==> config.mk <==
export PLATFORM = sky130hd
export DESIGN_NAME = ifu_flat
export DESIGN_NICKNAME = d
export VERILOG_FILES = /design/src/rtl/soc_pkg.sv /design/src/rtl/ifu_if.sv /design/src/rtl/ifu_perf.sv /design/src/rtl/ifu.sv /design/src/flat_wrapper.sv
export SDC_FILE = /design/constraint.sdc
export NUM_CORES = 1
export LEC_CHECK = 0
export ABC_AREA = 1
export BUFFER_PORTS_ARGS = -buffer_cell sky130_fd_sc_hd__buf_2
export CORE_ASPECT_RATIO = 0.5
export CORE_MARGIN = 2
export CORE_UTILIZATION = 35
export CTS_CLUSTER_SIZE = 14
export DETAILED_ROUTE_END_ITERATION = 8
export GPL_TIMING_DRIVEN = 0
export SLEW_MARGIN = 20
export SYNTH_ARGS = -nofsm -noshare
export SYNTH_HDL_FRONTEND = slang
export SYNTH_SLANG_ARGS = --single-unit
==> constraint.sdc <==
create_clock -name clock -period 1.8 [get_ports clock]
set_input_delay 0.36 -clock clock [delete_from_list [all_inputs] [get_ports clock]]
set_output_delay 0.36 -clock clock [all_outputs]
set_load 0.005 [all_outputs]
==> src/rtl/soc_pkg.sv <==
// Shared definitions for the instruction fetch unit: FSM state encoding,
// the canonical NOP used for fault responses and the AXI OKAY code.
package soc_pkg;

    typedef enum logic [1:0] {
        IFU_IDLE,
        IFU_ADDR,
        IFU_DATA,
        IFU_RESP
    } ifu_state_t;

    localparam logic [31:0] INST_NOP      = 32'h0000_0013;
    localparam logic [1:0]  AXI_RESP_OKAY = 2'b00;

endpackage

==> src/rtl/ifu_if.sv <==
// Fetch request/response and AXI4-Lite read channel bundle for the IFU.
//
// Handshake semantics: a transfer on the AR channel happens on a rising clock
// edge where arvalid && arready; a transfer on the R channel happens on an edge
// where rvalid && rready. Once a valid is raised, it and its payload stay
// stable until the transfer. ifu_reqValid and ifu_respValid are single-cycle
// pulses with no back-pressure; pc is meaningful only while ifu_reqValid is
// high, inst/ifu_fault are meaningful when ifu_respValid is high and are held
// between responses.
interface ifu_if #(
    parameter int ADDR_W = 32
);
    logic              ifu_reqValid;
    logic [ADDR_W-1:0] pc;
    logic              ifu_respValid;
    logic [31:0]       inst;
    logic              ifu_fault;
    logic [ADDR_W-1:0] araddr;
    logic              arvalid;
    logic              arready;
    logic [31:0]       rdata;
    logic [1:0]        rresp;
    logic              rvalid;
    logic              rready;

    // IFU side of the bundle
    modport slave (
        input  ifu_reqValid, pc, arready, rdata, rresp, rvalid,
        output ifu_respValid, inst, ifu_fault, araddr, arvalid, rready
    );

    // Sequencer plus bus slave side of the bundle
    modport master (
        output ifu_reqValid, pc, arready, rdata, rresp, rvalid,
        input  ifu_respValid, inst, ifu_fault, araddr, arvalid, rready
    );
endinterface

==> src/rtl/ifu_perf.sv <==
// Performance counters for the IFU: completed responses and cycles spent
// waiting on the bus. Both wrap at 2^32.
module ifu_perf (
    input  logic        clock,
    input  logic        reset,
    input  logic        fetch_done,
    input  logic        stall,
    output logic [31:0] perf_fetch_cnt,
    output logic [31:0] perf_stall_cnt
);
    logic [31:0] fetch_cnt_q, fetch_cnt_d;
    logic [31:0] stall_cnt_q, stall_cnt_d;

    // Next counter values: bump on each event, natural wrap.
    always_comb begin
        fetch_cnt_d = fetch_cnt_q;
        stall_cnt_d = stall_cnt_q;
        if (fetch_done) fetch_cnt_d = fetch_cnt_q + 32'd1;
        if (stall)      stall_cnt_d = stall_cnt_q + 32'd1;
    end

    // Counter registers.
    always_ff @(posedge clock) begin
        if (reset) begin
            fetch_cnt_q <= '0;
            stall_cnt_q <= '0;
        end else begin
            fetch_cnt_q <= fetch_cnt_d;
            stall_cnt_q <= stall_cnt_d;
        end
    end

    assign perf_fetch_cnt = fetch_cnt_q;
    assign perf_stall_cnt = stall_cnt_q;
endmodule

==> src/rtl/ifu.sv <==
// Instruction fetch unit: one fetch request -> one AXI4-Lite read at pc ->
// one registered response pulse with the fetched word or a fault.
// Optional feature: define IFU_PERF_EN to add perf_fetch_cnt/perf_stall_cnt.
module ifu
    import soc_pkg::*;
#(
    parameter int ADDR_W      = 32,
    parameter int TIMEOUT_CYC = 255
) (
    input  logic        clock,
    input  logic        reset,
    ifu_if.slave        bus,
    output ifu_state_t  dbg_state
`ifdef IFU_PERF_EN
    ,
    output logic [31:0] perf_fetch_cnt,
    output logic [31:0] perf_stall_cnt
`endif
);
    // Counter value seen in the last allowed wait cycle; 0 disables timeout.
    localparam logic [31:0] TMO_LAST = (TIMEOUT_CYC > 0) ? 32'(TIMEOUT_CYC - 1) : 32'd0;

    ifu_state_t        state_q, state_d;
    logic [ADDR_W-1:0] araddr_q, araddr_d;
    logic              arvalid_q, arvalid_d;
    logic              rready_q, rready_d;
    logic              resp_valid_q, resp_valid_d;
    logic [31:0]       inst_q, inst_d;
    logic              fault_q, fault_d;
    logic [31:0]       tmo_cnt_q, tmo_cnt_d;
    logic              timed_out;

    // Next state and next values of every registered output.
    always_comb begin
        state_d      = state_q;
        araddr_d     = araddr_q;
        arvalid_d    = arvalid_q;
        rready_d     = rready_q;
        resp_valid_d = 1'b0;
        inst_d       = inst_q;
        fault_d      = fault_q;
        tmo_cnt_d    = tmo_cnt_q;
        timed_out    = (TIMEOUT_CYC != 0) && (tmo_cnt_q >= TMO_LAST);

        case (state_q)
            IFU_IDLE: begin
                if (bus.ifu_reqValid) begin
                    if (bus.pc[1:0] != 2'b00) begin
                        // Misaligned: fault straight away, no bus access.
                        state_d      = IFU_RESP;
                        resp_valid_d = 1'b1;
                        fault_d      = 1'b1;
                        inst_d       = INST_NOP;
                    end else begin
                        state_d   = IFU_ADDR;
                        araddr_d  = bus.pc;
                        arvalid_d = 1'b1;
                        tmo_cnt_d = '0;
                    end
                end
            end
            IFU_ADDR: begin
                tmo_cnt_d = tmo_cnt_q + 32'd1;
                // A completed handshake is honoured even in the last wait cycle.
                if (arvalid_q && bus.arready) begin
                    state_d   = IFU_DATA;
                    arvalid_d = 1'b0;
                    rready_d  = 1'b1;
                end else if (timed_out) begin
                    state_d      = IFU_RESP;
                    arvalid_d    = 1'b0;
                    resp_valid_d = 1'b1;
                    fault_d      = 1'b1;
                    inst_d       = INST_NOP;
                end
            end
            IFU_DATA: begin
                tmo_cnt_d = tmo_cnt_q + 32'd1;
                if (rready_q && bus.rvalid) begin
                    state_d      = IFU_RESP;
                    rready_d     = 1'b0;
                    resp_valid_d = 1'b1;
                    fault_d      = (bus.rresp != AXI_RESP_OKAY);
                    inst_d       = (bus.rresp != AXI_RESP_OKAY) ? INST_NOP : bus.rdata;
                end else if (timed_out) begin
                    // Dropping rready makes any late rvalid harmless.
                    state_d      = IFU_RESP;
                    rready_d     = 1'b0;
                    resp_valid_d = 1'b1;
                    fault_d      = 1'b1;
                    inst_d       = INST_NOP;
                end
            end
            IFU_RESP: begin
                state_d = IFU_IDLE;
            end
            default: begin
                state_d = IFU_IDLE;
            end
        endcase
    end

    // State and output registers; reset abandons any transaction in flight.
    always_ff @(posedge clock) begin
        if (reset) begin
            state_q      <= IFU_IDLE;
            araddr_q     <= '0;
            arvalid_q    <= 1'b0;
            rready_q     <= 1'b0;
            resp_valid_q <= 1'b0;
            inst_q       <= INST_NOP;
            fault_q      <= 1'b0;
            tmo_cnt_q    <= '0;
        end else begin
            state_q      <= state_d;
            araddr_q     <= araddr_d;
            arvalid_q    <= arvalid_d;
            rready_q     <= rready_d;
            resp_valid_q <= resp_valid_d;
            inst_q       <= inst_d;
            fault_q      <= fault_d;
            tmo_cnt_q    <= tmo_cnt_d;
        end
    end

    assign bus.araddr        = araddr_q;
    assign bus.arvalid       = arvalid_q;
    assign bus.rready        = rready_q;
    assign bus.ifu_respValid = resp_valid_q;
    assign bus.inst          = inst_q;
    assign bus.ifu_fault     = fault_q;
    assign dbg_state         = state_q;

`ifdef IFU_PERF_EN
    ifu_perf u_perf (
        .clock          (clock),
        .reset          (reset),
        .fetch_done     (resp_valid_q),
        .stall          ((state_q == IFU_ADDR) || (state_q == IFU_DATA)),
        .perf_fetch_cnt (perf_fetch_cnt),
        .perf_stall_cnt (perf_stall_cnt)
    );
`endif
endmodule

==> src/flat_wrapper.sv <==
// flat-port wrapper written by rule: the top's interface ports become plain ports
module ifu_flat import soc_pkg::*;
#(
    parameter int ADDR_W      = 32,
    parameter int TIMEOUT_CYC = 255
)
  (clock, reset, dbg_state, bus_ifu_reqValid, bus_pc, bus_arready, bus_rdata, bus_rresp, bus_rvalid, bus_ifu_respValid, bus_inst, bus_ifu_fault, bus_araddr, bus_arvalid, bus_rready);
  ifu_if #(.ADDR_W(ADDR_W)) bus_i ();
  input  logic clock;
  input  logic reset;
  output ifu_state_t dbg_state;
  input wire logic [$bits(bus_i.ifu_reqValid)-1:0] bus_ifu_reqValid;
  input wire logic [$bits(bus_i.pc)-1:0] bus_pc;
  input wire logic [$bits(bus_i.arready)-1:0] bus_arready;
  input wire logic [$bits(bus_i.rdata)-1:0] bus_rdata;
  input wire logic [$bits(bus_i.rresp)-1:0] bus_rresp;
  input wire logic [$bits(bus_i.rvalid)-1:0] bus_rvalid;
  output wire logic [$bits(bus_i.ifu_respValid)-1:0] bus_ifu_respValid;
  output wire logic [$bits(bus_i.inst)-1:0] bus_inst;
  output wire logic [$bits(bus_i.ifu_fault)-1:0] bus_ifu_fault;
  output wire logic [$bits(bus_i.araddr)-1:0] bus_araddr;
  output wire logic [$bits(bus_i.arvalid)-1:0] bus_arvalid;
  output wire logic [$bits(bus_i.rready)-1:0] bus_rready;
  assign bus_i.ifu_reqValid = bus_ifu_reqValid;
  assign bus_i.pc = bus_pc;
  assign bus_i.arready = bus_arready;
  assign bus_i.rdata = bus_rdata;
  assign bus_i.rresp = bus_rresp;
  assign bus_i.rvalid = bus_rvalid;
  assign bus_ifu_respValid = bus_i.ifu_respValid;
  assign bus_inst = bus_i.inst;
  assign bus_ifu_fault = bus_i.ifu_fault;
  assign bus_araddr = bus_i.araddr;
  assign bus_arvalid = bus_i.arvalid;
  assign bus_rready = bus_i.rready;
  ifu #(.ADDR_W(ADDR_W), .TIMEOUT_CYC(TIMEOUT_CYC)) u_core (.clock(clock), .reset(reset), .bus(bus_i), .dbg_state(dbg_state));
endmodule
Yosys cells after proc, flatten, opt, wreduce, memory -nomap -nowiden
Index checks and enable logic that the tools add are counted.
{"block": "totals", "out_inout_bits": 70, "register_bits": 102}
{"block": "classes", "n_eq_ne": 10, "mux": 36, "reduce_logical": 15, "n_addsub": 1, "bitwise": 1, "magnitude_cmp": 1}
{"operator": "$mux 32", "count": 8}
{"operator": "$pmux 32 s3", "count": 1}
{"operator": "$pmux 32 s2", "count": 1}
{"operator": "$add 32x1->32 const B", "count": 1}
{"operator": "$ge 32x8->1 const B", "count": 1}
{"operator": "$mux 1", "count": 16}
{"operator": "$mux 2", "count": 5}
{"operator": "$reduce_bool 2->1", "count": 5}
{"operator": "$reduce_and 3->1", "count": 3}
{"operator": "$pmux 2 s4", "count": 1}
{"operator": "$reduce_and 4->1", "count": 2}
{"operator": "$ne 2x2->1 const B", "count": 3}
{"operator": "$ne 3x1->1 const B", "count": 2}
{"operator": "$pmux 1 s3", "count": 2}
{"operator": "$eq 2x2->1 const B", "count": 2}
{"operator": "$ne 2x1->1 const B", "count": 2}
{"operator": "$pmux 1 s2", "count": 2}
{"operator": "$reduce_bool 3->1", "count": 1}
{"operator": "$eq 2x1->1 const B", "count": 1}
{"operator": "$logic_and 1x1->1", "count": 2}
{"operator": "$logic_not 2->1", "count": 1}
{"operator": "$reduce_or 2->1", "count": 1}
{"operator": "$not 1->1", "count": 1}

Logic depth before layout (Yosys ltp)
Gate-level depths: netlist of the first run.
{"block": "depth", "depth_word": 4, "depth_mapped": 13}

Worst setup path before layout of the first run
No wires, ideal clock.
{"block": "synth_path", "path_kind": "register to register", "from": "register u_core.state_q[0], in the netlist u_core.dbg_state[0]", "to": "register u_core.inst_q[21], in the netlist u_core.bus.inst[21]", "slack_ps": 44, "stages_incl_launch_ff": 10, "n_path_buf": 3, "arrival_ps": 1686, "setup_ps": 70, "synth_period_minus_slack_ps": 1756, "t_required_ps": 1730, "path_cell_list": "dfxtp_1 > inv_1 > ha_1 > buf_2 > inv_1 > nor4_4 > buf_4 > buf_6 > nand2_1 > a21oi_1"}
{"block": "synth_via", "elab_chain_cells": 3, "elab_cells_between_ends": 9, "classes_between": "eq/ne: 5; mux: 1; reduce/logical: 3"}
{"element": "start, declared", "line": "ifu.sv:23", "source": "ifu_state_t state_q, state_d;"}
{"element": "start signal, assigned", "line": "ifu.sv:115", "source": "state_q <= state_d;"}
{"element": "$eq 2x1->1 (tied with other cells)", "line": "ifu.sv:45", "source": "case (state_q)"}
{"element": "$ne 2x2->1 (no source line) (tied with other cells)"}
{"element": "$reduce_and 4->1 (no source line)"}
{"element": "end signal, assigned", "line": "ifu.sv:120", "source": "inst_q <= inst_d;"}
{"element": "end, declared", "line": "ifu.sv:28", "source": "logic [31:0] inst_q, inst_d;"}
Several ways; a longest one is shown, not always the timed one.
A chain may end at the register's enable or synchronous reset.

Worst setup path in the final report of the first run
{"block": "layout_path", "from": "register u_core.state_q[1], in the netlist u_core.dbg_state[1]", "to": "register u_core.inst_q[22], in the netlist u_core.bus.inst[22]"}
Same word-level chain as after synthesis.

==> results.toml, run 1 <==
[worst_hold_path]
hold_path_class = "input pin to register"

[yosys]
synth_simple_gate_area_frac = 0.346
synth-compound-area-share = 0.123
synthMuxAreaShare = 0
synth_seq_cells = 102
yosys_warnings = 0
yosysSeqAreaShare = 0.440
netlist.area_leader.share = 0.440
synthTopCellsByCount = "nand2_1 (181), nor2_1 (149), dfxtp_1 (102), a21oi_1 (57), inv_1 (52)"
ys.flop_type = "dfxtp_1"
synth_cell_types = 34
yosysTopAreaCell = "dfxtp_1"
synth_xor_area_frac = 0
syn-instance-count = 688
synth_fp_nets = 765
synth_edf_count = 0
syn-cell-area_um2 = 4640
synth_area_per_cell_um2 = 6.75
synth_most_common_cell = "nand2_1"
synthTopCellsByArea = "dfxtp_1 (44%), nand2_1 (15%), nor2_1 (12%), a21oi_1 (6.1%), o21ai_0 (5.1%)"
synth_top_family_by_area = "simple AND/OR/NAND/NOR gates"
synthArstFlopShare = 0
yosys.area_share.adder = 0.0162

[pwr]
power_density_nw_per_um2 = 920
peakVddDrop_v = 0.000578
finalPower_mw = 5.72
p_leak_nw = 2.88

[worst_setup_path]
crit_path_end_kind = "register"
arrival_ns = 2.00
cp_cell_sequence = "inv_6, ha_4, inv_2, nor4_4, buf_6, buf_6, nand2_2, a21oi_2"
worstPathRequired_ns = 2.08
critPathSlowestCell = "dfxtp_4"
crit_top_cell = "buf_6"
crit_type = "register to register"
startpoint_type = "register"
critical-path-top-delay-family = "buffers and inverters"
critPathBufInv = 4
cp_max_fo = 9
cpPeakStageDelay_ns = 0.39

[drt]
antenna_left = 0
viasPerCell = 4.63
drc_errors = 0
first_iter_violations = 288
wl_per_cell_um = 12.3
vias = 4773
finalWirelength_um = 12700
drtPass1Iterations = 5

[timing]
setup_viol = 0
fmax_ghz = 0.579
finalHoldViolCount = 0
worst_pin_slew_ns = 0.593
rsz0062_at_grt = "yes"
fin_crit_ns = 1.73
max_slew_margin = 0.605
period_share = 0.959
slew_viol_final = 0
fin_skew_ns = 0.0101

[die]
initial_utilization = 0.363
io_pins = 141
placementRows = 29
die_w_um = 167
die_h_um = 85.5
die-area_um2 = 14300
core_area_um2 = 12800

[global_route]
global_route.usage.total = 0.178
met1_usage = 0.240
antenna_found_initial = 0
grt_max_degree = 19
met3_usage = 0.0448
overflow = 0
grt-busiest-layer = "met2"
grt_pass1_vias = 4341
met2_usage = 0.288
grt_pass1_wl_um = 20600

[clock_network]
cts_tree = "yes"
cts.clk_slew.worst_paths_ns = 0.07
cts_root_buf = "clkbuf_16"
clock_path_buffers = 2
ctsHoldBuffers = 0
cts_made_buffers = 9
clk_latency_ns = 0.35
htree_num_levels = 3
clock_sinks = 102

[run_status]
status = "complete, no violations"

[finish]
num-fill-cells = 1292
antenna_cells = 0
fin_nets = 932
drive_gt1_frac = 0.279
syn2layout_area_growth_pct = 33.9
fin_area_um2 = 6220

[placed_design]
place.gp.congestion = 0.838
numPortBuffers = 140
place_area_um2 = 5560
dp_hpwl_um = 9180

[run]
cap_violations = 0
power by group:
group          switching (mW)  leakage, nW  internal [mW]
Sequential             0.0732        0.829           2.37
Clock                   0.909        0.143           1.10
Combinational           0.735         1.91          0.542
worst min-delay path, cell delays in order:
cell    delay, ns
buf_2        0.07
nor2_1       0.03
nor2_1       0.08
cell usage in the layout (no fill, tap or decap), types with 2 or more instances in the layout:
| master | count |
|---|---|
| ha_4 | 2 |
| o21ai_0 | 46 |
| clkbuf_16 | 9 |
| nand2_1 | 174 |
| buf_6 | 9 |
| ha_1 | 3 |
| dfxtp_1 | 97 |
| a211oi_1 | 2 |
| nand3_2 | 2 |
| clkinvlp_4 | 2 |
| o21a_1 | 2 |
| nor2_4 | 7 |
| buf_4 | 16 |
| a21oi_1 | 51 |
| clkbuf_2 | 6 |
| a21oi_2 | 5 |
| buf_2 | 141 |
| inv_2 | 3 |
| nand2_4 | 4 |
| nand4_1 | 8 |
| inv_1 | 47 |
| nand3_1 | 26 |
| and3_1 | 2 |
| dfxtp_4 | 2 |
| clkbuf_1 | 8 |
| nor3_4 | 2 |
| nand2_2 | 7 |
| nor2_2 | 2 |
| nor3_1 | 6 |
| inv_4 | 3 |
| nor2_1 | 142 |
| dfxtp_2 | 3 |
| inv_6 | 4 |
sequential cells by signal (all words and copies together) (netlist names):
register	flops
u_core.dbg_state	2
u_core.bus.arvalid	1
u_core.bus.ifu_fault	1
u_core.bus.araddr	32
u_core.bus.rready	1
u_core.bus.ifu_respValid	1
u_core.bus.inst	32
u_core.tmo_cnt_q	32
routing by layer:
metal	part of all wire	vias to the layer above
met1	0.49	2143
met4	0.0062	0
met5	0	-
li1	-	2520
met2	0.45	104
met3	0.056	6
final cells by class:
type | count | area, um^2 | share of cell area
buffer | 24 | 158 | 0.0254
clock buffer | 9 | 225 | 0.0362
clock inverter | 7 | 80.1 | 0.0129
inverter | 55 | 219 | 0.0352
multi-input combinational | 505 | 2420 | 0.389
sequential | 102 | 2050 | 0.330
tap | 170 | 213 | 0.0342
timing repair buffer | 158 | 848 | 0.136
per-stage QoR:
| step | setup TNS (ns) | cells | hold WS (ns) | util | setup WS [ns] |
|---|---|---|---|---|---|
| 2_1_floorplan | 0 | 688 | 0.434 | - | 0.0438 |
| 3_3_place_gp | -11.84 | 998 | 0.441 | 0.434 | -0.318 |
| 3_5_place_dp | -13.83 | 998 | 0.451 | 0.434 | -0.319 |
| 4_1_cts | 0 | 1024 | 0.218 | 0.473 | 0.00102 |
| 5_1_grt | -0.0956 | 1030 | 0.230 | 0.485 | -0.0197 |
| 6_report | 0 | 1030 | 0.230 | 0.485 | 0.0739 |
repair_timing:
action,CTS,global route
cloned,1,0
pin swaps,10,11
resized for setup,35,51
setup endpoints to repair,89,85
setup buffers,9,8
worst paths after layout:
| kind | startpoint | endpoint | slack, ns | cells past startpoint |
|---|---|---|---|---|
| max | u_core.dbg_state[1]$_SDFFE_PP0P_ | u_core.bus.inst[22]$_SDFFE_PP0P_ | 0.07 | 8 |
| min | bus_pc[14] | u_core.bus.araddr[14]$_SDFFE_PP0P_ | 0.23 | 3 |
| min reg2reg | u_core.bus.inst[8]$_SDFFE_PP0P_ | u_core.bus.inst[8]$_SDFFE_PP0P_ | 0.46 | 2 |
| max reg2reg | u_core.dbg_state[1]$_SDFFE_PP0P_ | u_core.bus.inst[22]$_SDFFE_PP0P_ | 0.07 | 8 |
logic make-up after synthesis:
family	Yosys count
and+or+nand+nor	388
AOI/OAI and AO/OA	111
DFF	102
buffers and inverters	81
adders and majority gates	6
Power figures use the tool's default switching activity.
==> run 2, diff against run 1 <==
--- a/config.mk
+++ b/config.mk
@@ -5,7 +5,6 @@
 export SDC_FILE = /design/constraint.sdc
 export NUM_CORES = 1
 export LEC_CHECK = 0
-export ABC_AREA = 1
 export BUFFER_PORTS_ARGS = -buffer_cell sky130_fd_sc_hd__buf_2
 export CORE_ASPECT_RATIO = 0.5
 export CORE_MARGIN = 2
==> run 2 against run 1 <==
Against the previous run: synthesized cell count fell by 32%; largest cell class unchanged; synthesized area down 9.3%; the run now ends with negative setup slack left; design area up 4.2%; highest routed layer unchanged; hold slack better by 0.0039 ns; sequential share of layout area fell by 1.1 points; register-to-register slack worse by 0.27 ns; critical path type unchanged; largest power group unchanged; flip-flop and latch count stayed put; clock skew down 0.00075 ns.
==> results.toml, run 2 <==
[worst_setup_path]
cpPeakStageDelay_ns = 0.54
startpoint_type = "register"
worstPathRequired_ns = 2.08
arrival_ns = 2.27
critPathSlowestCell = "or4_4"
cp_cell_sequence = "or4_4, nor2_4, buf_6, nand4_1, a21oi_2, buf_4, buf_8, a22o_1"
crit_type = "register to register"
cp_max_fo = 5
crit_path_end_kind = "register"

[clock_network]
clock_path_buffers = 2
cts_made_buffers = 9
cts_root_buf = "clkbuf_16"
clock_sinks = 102
htree_num_levels = 3
cts.clk_slew.worst_paths_ns = 0.07
clk_latency_ns = 0.34
cts_tree = "yes"

[timing]
fin_skew_ns = 0.00934
max_slew_margin = 0.568
fin_crit_ns = 1.99
rsz0062_at_grt = "yes"
slew_viol_final = 0
tns_ns = -5.47
setup_ws_ns = -0.192
fmax_ghz = 0.502
period_share = 1.11
finalHoldViolCount = 0
worst_pin_slew_ns = 0.641
setup_viol = 36

[drt]
antenna_left = 0
drc_errors = 0
drtPass1Iterations = 4
wl_per_cell_um = 14.7
first_iter_violations = 187
vias = 4062
viasPerCell = 4.87
finalWirelength_um = 12200

[die]
die-area_um2 = 13000
die_w_um = 159
io_pins = 141
die_h_um = 81.6
initial_utilization = 0.358
placementRows = 28
core_area_um2 = 11800

[pwr]
p_sw_frac = 0.300
internal_power_mw = 4.50
power.share.sequential = 0.388
power_density_nw_per_um2 = 991
p_clk_frac = 0.295
switching_power_mw = 1.92
p_leak_nw = 2.91
peakVddDrop_v = 0.000560
p_comb_frac = 0.317

[yosys]
synth_cell_types = 52
synthTopCellsByArea = "dfxtp_1 (48%), nand2_1 (7.2%), a22o_1 (6.0%), xnor2_1 (5.0%), a21oi_1 (4.5%)"
ys.flop_type = "dfxtp_1"
synthArstFlopShare = 0
synth_fp_nets = 544
synth_area_per_cell_um2 = 9.02
syn-instance-count = 467
synth_edf_count = 0
synth_seq_cells = 102
synth_most_common_cell = "dfxtp_1"
yosysTopAreaCell = "dfxtp_1"
syn-cell-area_um2 = 4210
synthTopCellsByCount = "dfxtp_1 (102), nand2_1 (81), a21oi_1 (38), nor2_1 (36), a22o_1 (29)"
netlist.area_leader.share = 0.485
yosysSeqAreaShare = 0.485
yosys_warnings = 0

[finish]
layout_common_cells = "buf_2 (139), dfxtp_1 (87), nand2_1 (80)"
antenna_cells = 0
final_common_cell = "buf_2"
fin_nets = 743
drive_gt1_frac = 0.456
syn2layout_area_growth_pct = 53.8

[placed_design]
place.gp.congestion = 0.800
dp_hpwl_um = 8040
place_ws_ns = -0.497
numPortBuffers = 139

[global_route]
grt_pass1_vias = 3857
grt_max_degree = 17
global_route.usage.total = 0.185
grt_pass1_wl_um = 19200
overflow = 0
antenna_found_initial = 0

[worst_hold_path]
hold_path_class = "input pin to register"

[run]
cap_violations = 0

[run_status]
status = "finished, violations left"
violations = "negative setup slack"
run 2: layout make-up:
cell class	instances	area (um^2)
Fill cell	1116	5290
Multi-Input combinational cell	326	2450
Sequential cell	102	2070
Timing Repair Buffer	191	1170
Buffer	25	262
Clock buffer	10	229
Tap cell	165	206
Clock inverter	4	56.3
Inverter	11	46.3
run 2: worst max-delay path, delay by kind of cell (launching register included):
family	cells	cell delay, ns
and+or+nand+nor	3	0.83
AOI/OAI and AO/OA	2	0.38
buffers and inverters	3	0.40
DFF	1	0.33
run 2: cells by family after synthesis:
group           share of synthesized area
mux                               0.00267
buf+inv                            0.0431
xor+xnor                           0.0541
fa+ha+maj                          0.0178
compound gates                      0.166
simple gates                        0.231
flops                               0.485
run 2: final timing paths:
check	startpoint	end	slack (ns)	cells after the start
setup / recovery	u_core.tmo_cnt_q[31]$_SDFFE_PP0P_	u_core.bus.inst[20]$_SDFFE_PP0P_	-0.19	8
setup reg to reg	u_core.tmo_cnt_q[31]$_SDFFE_PP0P_	u_core.bus.inst[20]$_SDFFE_PP0P_	-0.19	8
hold reg to reg	u_core.bus.araddr[24]$_SDFFE_PP0P_	u_core.bus.araddr[24]$_SDFFE_PP0P_	0.45	2
hold / removal	bus_rdata[31]	u_core.bus.inst[31]$_SDFFE_PP0P_	0.23	2
run 2: repair_timing:
item	CTS	global route
pin swaps	30	40
endpoints found under the hold margin	0	0
gates cloned	5	0
hold buffers	0	0
setup buffers	34	13
resized for setup	81	62
endpoints found under the setup margin	98	98
run 2: power groups by stage:
stage / logic [mW] / clock network, mW / registers (mW)
finish: 2.03 / 1.89 / 2.49
global route: 2.19 / 2.06 / 2.51
CTS: 1.79 / 1.96 / 2.48
detailed placement: 1.35 / 0 / 2.54
global placement: 1.34 / 0 / 2.53
floorplan: 0.915 / 0 / 2.53
run 2: per-layer routing:
layer	part of all wire	track usage	up-vias	wire, um
li1	-	-	2040	-
met1	0.44	0.222	1915	5410
met2	0.50	0.335	94	6160
met3	0.042	0.0475	13	512
met4	0.011	0.0518	0	140
met5	0	0	-	0
run 2: through the flow:
step	cell area [um^2]	power, mW	hold WS (ns)	cells	utilization
2_1_floorplan	4330	3.45	0.453	467	-
3_3_place_gp	5230	3.87	0.439	771	0.444
3_5_place_dp	5230	3.88	0.443	771	0.444
4_1_cts	6180	6.23	0.221	823	0.525
5_1_grt	6480	6.76	0.227	834	0.550
6_report	6480	6.42	0.234	834	0.550
==> run 3, diff against run 2 <==
--- a/config.mk
+++ b/config.mk
@@ -12,6 +12,7 @@
 export CTS_CLUSTER_SIZE = 14
 export DETAILED_ROUTE_END_ITERATION = 8
 export GPL_TIMING_DRIVEN = 0
+export PLACE_DENSITY = 0.57
 export SLEW_MARGIN = 20
 export SYNTH_ARGS = -nofsm -noshare
 export SYNTH_HDL_FRONTEND = slang
==> run 3 against run 2 <==
Against the previous run: the run still ends with negative setup slack left; sequential power is essentially flat; design area shrank 0.75%; total power is essentially flat; core utilization shrank 0.41 points; worst setup slack gained 0.012 ns; sequential share of layout area grew 0.24 points; die area is the same; count of clock-buffer cells in the layout shrank 1; hold slack lost 0.0084 ns; global-route usage shrank 0.72 points; largest cell class unchanged; highest routed layer unchanged.
==> results.toml, run 3 (same netlist as run 2, synthesis figures left out) <==
[clock_network]
cts_made_buffers = 9
clock_path_buffers = 2
cts_root_buf = "clkbuf_16"
cts.clk_slew.worst_paths_ns = 0.07
cts_tree = "yes"
clk_latency_ns = 0.35
htree_num_levels = 3
clock_sinks = 102

[worst_setup_path]
r2r-start = "u_core.dbg_state[1]$_SDFFE_PP0P_"
worst_r2r_path_depth = 6
crit_type = "register to register"
crit_path_end_kind = "register"
startpoint_type = "register"
arrival_ns = 2.22
startpoint = "u_core.dbg_state[1]$_SDFFE_PP0P_"
worstPathRequired_ns = 2.04
cp_max_fo = 6

[timing]
worst_pin_slew_ns = 0.614
fin_skew_ns = 0.0129
max_slew_margin = 0.586
rsz0062_at_grt = "yes"
fmax_ghz = 0.505
slew_viol_final = 0
setup_viol = 37
timing.hold.ws_ns = 0.225
period_share = 1.10
setup_ws_ns = -0.179
fin_crit_ns = 1.98
finalHoldViolCount = 0

[global_route]
overflow = 0
grt_pass1_vias = 3702
met1_usage = 0.227
antenna_found_initial = 0
global_route.usage.total = 0.177
grt_pass1_wl_um = 18500
met2_usage = 0.300
met3_usage = 0.0495
grt_max_degree = 20
grt-busiest-layer = "met2"

[placed_design]
place.gp.congestion = 0.791
dp_cells = 771
numPortBuffers = 139
dp_hpwl_um = 7600

[die]
io_pins = 141
die_w_um = 159
die-area_um2 = 13000
placementRows = 28
die_h_um = 81.6
core_area_um2 = 11800
initial_utilization = 0.358

[finish]
drive_gt1_frac = 0.444
antenna_cells = 0
layout_common_cells = "buf_2 (141), dfxtp_1 (89), nand2_1 (79)"
final_util = 0.546
final_common_cell = "buf_2"
fin_nets = 738
layout.cells.non_filler = 831
syn2layout_area_growth_pct = 52.7

[drt]
first_iter_violations = 213
vias = 4047
viasPerCell = 4.87
drc_errors = 0
finalWirelength_um = 11700
wl_per_cell_um = 14.1
drtPass1Iterations = 4
antenna_left = 0

[run_status]
status = "finished, violations left"
violations = "negative setup slack"

[pwr]
p_leak_nw = 2.87
power_density_nw_per_um2 = 1000
peakVddDrop_v = 0.000555

[worst_hold_path]
hold_path_class = "input pin to register"
worstHoldStart = "bus_rdata[14]"
hold_depth = 2

[run]
cap_violations = 0
[run 3: stage by stage]
step                      cell area (um^2)  power, mW  TNS [ns]  setup slack [ns]
after floorplan                       4330       3.45    -0.361            -0.112
after global placement                5230       3.87    -27.21            -0.414
after detailed placement              5230       3.88    -28.45            -0.408
after CTS                             6230       6.33     -3.26            -0.222
after global routing                  6430       6.76     -7.52            -0.251
final                                 6430       6.43     -4.15            -0.179
[run 3: worst max-delay path, stage by stage, from the launching register on]
cell	delay [ns]
dfxtp_4	0.38
inv_4	0.05
ha_4	0.28
or2b_4	0.30
a2111oi_4	0.40
a31oi_2	0.18
o221a_1	0.27
[run 3: report_power, final]
part | switching [mW] | total [mW] | internal (mW) | leakage, nW
registers | 0.103 | 2.48 | 2.38 | 0.832
clock network | 0.924 | 2.04 | 1.11 | 0.151
logic | 0.960 | 1.91 | 0.947 | 1.89
[run 3: what timing repair did]
action | 4_1_cts | 5_1_grt
gates cloned | 3 | 0
setup endpoints to repair | 96 | 98
gates resized for setup | 78 | 52
hold buffers | 0 | 0
pin swaps | 35 | 34
setup buffers | 35 | 9
[run 3: worst paths after layout]
| path | end | slack (ns) |
|---|---|---|
| setup / recovery | u_core.bus.inst[4]$_SDFFE_PP1P_ | -0.18 |
| hold / removal | u_core.bus.inst[14]$_SDFFE_PP0P_ | 0.23 |
| setup reg to reg | u_core.bus.inst[4]$_SDFFE_PP1P_ | -0.18 |
| hold reg to reg | u_core.bus.araddr[12]$_SDFFE_PP0P_ | 0.45 |
[run 3: cell type report]
| class | count | area (um^2) |
|---|---|---|
| Fill cell | 1058 | 5340 |
| Clock inverter | 7 | 91.3 |
| Sequential cell | 102 | 2070 |
| Tap cell | 165 | 206 |
| Multi-Input combinational cell | 326 | 2420 |
| Clock buffer | 9 | 225 |
| Buffer | 25 | 229 |
| Inverter | 11 | 46.3 |
| Timing Repair Buffer | 186 | 1150 |
[run 3: routing by layer]
layer,part of all wire,vias to the layer above
met2,0.48,73
met3,0.039,9
met5,0,-
met1,0.47,1930
li1,-,2035
met4,0.0099,0
